--- src/rtl/txtbuf_arbiter.sv ---
// Text-page RAM arbiter: video fetch, page clear and CPU access share one
// single-port RAM with fixed priority vdp > clear > cpu.
module txtbuf_arbiter #(
  parameter logic [15:0] BASE = 16'h0400,
  parameter logic [15:0] LAST = 16'h07F7,
  parameter logic [7:0]  FILL = 8'hA0
) (
  input  logic        CLOCK_50,
  input  logic        reset,
  input  logic        vdp_req,
  input  logic [15:0] vdp_adr,
  output logic [7:0]  vdp_q,
  output logic        vdp_valid,
  input  logic        cpu_req,
  input  logic        cpu_we,
  input  logic [15:0] cpu_adr,
  input  logic [7:0]  cpu_wd,
  output logic        cpu_ack,
  output logic [7:0]  cpu_rd,
  input  logic        clr_start,
  output logic        clr_busy,
  output logic [15:0] mem_adr,
  output logic        mem_we,
  output logic [7:0]  mem_wd,
  input  logic [7:0]  mem_q
);

  localparam logic [0:0] S_IDLE  = 1'b0;
  localparam logic [0:0] S_CLEAR = 1'b1;

  logic [0:0]  state;
  logic [15:0] clr_cnt;
  logic        vdp_pend;
  logic        vdp_pend_hit;
  logic        cpu_pend;
  logic        cpu_pend_rd;
  logic        cpu_pend_hit;

  logic        vdp_hit;
  logic        cpu_in_win;
  logic        clr_take;
  logic        cpu_go;

  // cpu_pend doubles as the ack cycle, so a still-held cpu_req is not re-granted there
  always_comb begin
    vdp_hit    = vdp_req && (vdp_adr >= BASE) && (vdp_adr <= LAST);
    cpu_in_win = (cpu_adr >= BASE) && (cpu_adr <= LAST);
    clr_take   = (state == S_CLEAR) && !vdp_hit;
    cpu_go     = cpu_req && !vdp_hit && !clr_take && !cpu_pend;
  end

  always_comb begin
    mem_adr = '0;
    mem_we  = 1'b0;
    mem_wd  = '0;
    if (!reset) begin
      if (vdp_hit) begin
        mem_adr = vdp_adr;
      end else if (clr_take) begin
        mem_adr = clr_cnt;
        mem_we  = 1'b1;
        mem_wd  = FILL;
      end else if (cpu_go && cpu_in_win) begin
        mem_adr = cpu_adr;
        mem_we  = cpu_we;
        mem_wd  = cpu_wd;
      end
    end
  end

  always_comb begin
    vdp_valid = !reset && vdp_pend;
    vdp_q     = '0;
    if (vdp_valid) vdp_q = vdp_pend_hit ? mem_q : FILL;
    cpu_ack   = !reset && cpu_pend;
    cpu_rd    = '0;
    if (cpu_ack && cpu_pend_rd) cpu_rd = cpu_pend_hit ? mem_q : FILL;
    clr_busy  = !reset && (state == S_CLEAR);
  end

  always_ff @(posedge CLOCK_50) begin
    if (reset) begin
      state        <= S_IDLE;
      clr_cnt      <= BASE;
      vdp_pend     <= 1'b0;
      vdp_pend_hit <= 1'b0;
      cpu_pend     <= 1'b0;
      cpu_pend_rd  <= 1'b0;
      cpu_pend_hit <= 1'b0;
    end else begin
      vdp_pend     <= vdp_req;
      vdp_pend_hit <= vdp_hit;
      cpu_pend     <= cpu_go;
      cpu_pend_rd  <= cpu_go && !cpu_we;
      cpu_pend_hit <= cpu_in_win;
      case (state)
        S_IDLE: begin
          if (clr_start) begin
            state   <= S_CLEAR;
            clr_cnt <= BASE;
          end
        end
        default: begin
          if (clr_take) begin
            if (clr_cnt == LAST) begin
              state   <= S_IDLE;
              clr_cnt <= BASE;
            end else begin
              clr_cnt <= clr_cnt + 16'd1;
            end
          end
        end
      endcase
    end
  end

endmodule
--- config.mk ---
export PLATFORM = sky130hd
export DESIGN_NAME = txtbuf_arbiter
export DESIGN_NICKNAME = d
export VERILOG_FILES = /design/src/rtl/txtbuf_arbiter.sv
export SDC_FILE = /design/constraint.sdc
export NUM_CORES = 1
export LEC_CHECK = 0
export CORE_MARGIN = 10
export CORE_UTILIZATION = 34
export DETAILED_ROUTE_END_ITERATION = 8
export GPL_ROUTABILITY_DRIVEN = 1
export GPL_TIMING_DRIVEN = 0
export PLACE_DENSITY = 0.78
export SYNTH_ARGS = -nofsm -noshare
export SYNTH_HDL_FRONTEND = slang
export SYNTH_SLANG_ARGS = --single-unit
--- constraint.sdc ---
create_clock -name CLOCK_50 -period 2 [get_ports CLOCK_50]
set_input_delay 0.4 -clock CLOCK_50 [delete_from_list [all_inputs] [get_ports CLOCK_50]]
set_output_delay 0.4 -clock CLOCK_50 [all_outputs]
set_load 0.02 [all_outputs]
==> flow_summary.yaml <==
run_status:
  outcome: "finished, violations left"
  violations: "negative setup slack"
routing:
  wire_per_inst_um: 21.3
  final_antenna_net_count: 0
  drc_errors: 0
  dr.pass1.iters: 4
  vias_per_cell: 5.84
  drt-initial-drc-count: 244
  wl_um: 8270
  via_count: 2266
global_route:
  first_global_vias: 2164
  grt_max_degree: 13
  overflow: 0
  antenna_found_initial: 0
  grt_pass1_wl_um: 11600
  track_usage_pct: 18.8
power_and_ir_drop:
  total_power_w: 0.00109
  leakage_nw: 1.41
  clkPwrFrac_pct: 31.8
  seqPwrFrac_pct: 41.5
  max-vdd-ir-drop_uv: 281
  switchingPower_w: 0.000320
  p_per_area_nw_per_um2: 342
  p_sw_share_pct: 29.4
  power.internal_w: 0.000770
  comb_power_share_pct: 26.7
floorplan:
  rows: 24
  initial_core_util_pct: 35.7
  fp.dieW_um: 88.3
  top_level_ports: 98
  dieArea_um2: 7800
  core_area_um2: 4440
  fp.dieH_um: 88.3
clock_network:
  cts_root_buffer: "clkbuf_8"
  clockBufferDepth: 2
  h-tree-depth: 1
  clock_sinks: 22
  hold_buffers: 0
  tritoncts: "yes"
  cts.clk_slew.worst_paths_ns: 0.09
  clock_latency_ns: 0.28
  cts_buffers: 3
critical_path:
  worstSetupPathType: "input pin to output port"
  cp_max_fo: 7
  worst_r2r_path_depth: 6
  cp-end-kind: "output port"
  required_ns: 1.60
  startpoint_type: "input pin"
  r2r_setup_slack_ns: -0.06
  r2r_end: "clr_cnt[7]"
  cp_data_arrival_time_ns: 1.75
  r2r-start: "clr_cnt[12]"
sta:
  timing.final.ws_setup_ns: -0.149
  period_share_pct: 107
  tightestPinTransition_ns: 0.573
  fin_skew_ns: 0.00486
  report.final.slew_viol_count: 0
  finalHoldViolCount: 0
  fmax_mhz: 465
  setup_viol: 31
  layout_min_cycle_time_ns: 2.15
  holdWs_ns: 0.364
  relSlewSlack_pct: 61.6
  rsz0062_at_grt: "true"
final_layout:
  syn_to_final_growth_pct: 101
  num_antenna_cells: 0
  drive_gt1_share_pct: 46.7
  fillers: 322
  nets: 392
yosys:
  synth-seq-area-share_pct: 27.8
  ys_top_cells_by_area: "dfxtp_1, nor2_1, and2_1, a221oi_1, and3_1"
  dominantRegCellSynth: "dfxtp_1"
  synth_top_cell_by_area: "dfxtp_1"
  postSynth.asyncResetShare_pct: 0
  yosysMostFrequentCell: "nor2_1"
  syn-cell-area_um2: 1590
  syn_nets: 269
  ys_ff_latch: 22
  netlist_top_cells_count: "nor2_1, dfxtp_1, and2_1"
  yosysTopAreaCellShare_pct: 27.8
  synth_cell_types: 42
  netlist_instances: 214
  yosysWarningCount: 0
  syn-mean-instance-area_um2: 7.41
  synth_edf_count: 0
min_path:
  whs_endpoint: "vdp_pend"
  hold_class: "input pin to register"
  worstHoldStart: "vdp_req"
  min_path_cells: 2
placed_design:
  portBuffers: 97
  dp_hpwl_um: 5520
  place_congestion: 0.857
run:
  max_cap_violations: 0
power groups by stage:
stage | clock, W | combinational (W) | sequential [W]
2_1_floorplan | 0 | 0.0000858 | 0.000459
6_report | 0.000347 | 0.000291 | 0.000452
3_3_place_gp | 0 | 0.000239 | 0.000461
5_1_grt | 0.000377 | 0.000307 | 0.000454
3_5_place_dp | 0 | 0.000241 | 0.000461
4_1_cts | 0.000333 | 0.000261 | 0.000452
registers in the layout, summed over array words and instances (netlist names):
signal / flops
clr_cnt: 16
cpu_pend: 1
cpu_pend_hit: 1
cpu_pend_rd: 1
state: 1
vdp_pend: 1
vdp_pend_hit: 1
metrics by stage:
| step | instances | area (um^2) | util (%) | setup slack [ns] | setup TNS, ns |
|---|---|---|---|---|---|
| floorplan | 214 | 1690 | - | 0.00594 | 0 |
| global placement | 363 | 2730 | 61.3 | -1.17 | -49.20 |
| detailed placement | 363 | 2730 | 61.3 | -1.26 | -50.78 |
| CTS | 381 | 3100 | 69.8 | -0.227 | -3.07 |
| global route | 388 | 3190 | 71.7 | -0.256 | -5.01 |
| finish | 388 | 3190 | 71.7 | -0.149 | -2.55 |
cell families (layout without fill, tap and decap cells):
logic type / count (synthesis) / in the layout / synth area share (%)
AOI/OAI and AO/OA: 42 / 42 / 20.3
xor gates and xnor gates: 2 / 2 / 1.10
adders and majority gates: 1 / 1 / 0.789
buffers and inverters: 17 / 139 / 4.57
DFF: 22 / 22 / 27.8
muxes: 1 / 1 / 0.631
and+or+nand+nor: 129 / 129 / 44.8
metal layers:
layer / wire length [um] / vias to the layer above / global-route usage, %
li1: - / 1048 / -
met1: 2940 / 1088 / 21.6
met2: 4530 / 110 / 34.2
met3: 575 / 20 / 3.86
met4: 223 / 0 / 5.58
met5: 0 / - / 0
placed cells by master, fill, tap and decap left out, types with 3 or more instances in the layout:
master and count:
a221oi_2 3, and3_1 12, clkdlybuf4s50_1 24, nor2_1 28
a211o_1 3, nand4_1 4, nor3_1 3, dlygate4sd2_1 8
and2_1 9, a31oi_1 4, inv_1 4, or3_1 4
nand3_1 8, buf_2 22, buf_6 25, and2_4 8
dfxtp_4 3, a221o_1 4, a221oi_4 6, nor3b_1 4
dfxtp_1 16, clkbuf_2 8, dfxtp_2 3, a21oi_1 9
clkbuf_16 3, nand2_1 14, nor3_4 3, nor3_2 10
buf_4 32, clkbuf_8 6
worst max-delay path: stages:
cell and delay (ns):
dlygate4sd2_1 0.29, clkbuf_8 0.19, nand2b_2 0.22, nor3_4 0.25, buf_6 0.15, and2_4 0.13, buf_6 0.11
worst max path at each step:
stage	start	to	slack, ns	cells past startpoint
after floorplan	clr_cnt[1]	clr_cnt[4]	0.006	7
after global placement	cpu_adr[12]	mem_adr[6]	-1.17	8
after detailed placement	cpu_adr[12]	mem_adr[3]	-1.26	8
after CTS	cpu_adr[11]	mem_adr[3]	-0.23	8
after global routing	cpu_adr[11]	mem_adr[4]	-0.26	8
final	reset	mem_wd[3]	-0.15	7
timing repair:
action	in CTS	in global routing
gates cloned	2	1
buffers inserted	15	6
setup endpoints to repair	58	51
pin swaps	32	10
resized for setup	335	45
layout make-up:
cell class | count | area [um^2] | share of cell area (%)
timing repair buffer | 121 | 1050 | 33.1
clock buffer | 4 | 55.1 | 1.73
sequential | 22 | 455 | 14.3
buffer | 8 | 86.3 | 2.71
tap | 52 | 65.1 | 2.04
inverter | 6 | 27.5 | 0.864
multi-input combinational | 175 | 1440 | 45.3
(Power assumes the default switching activity.)
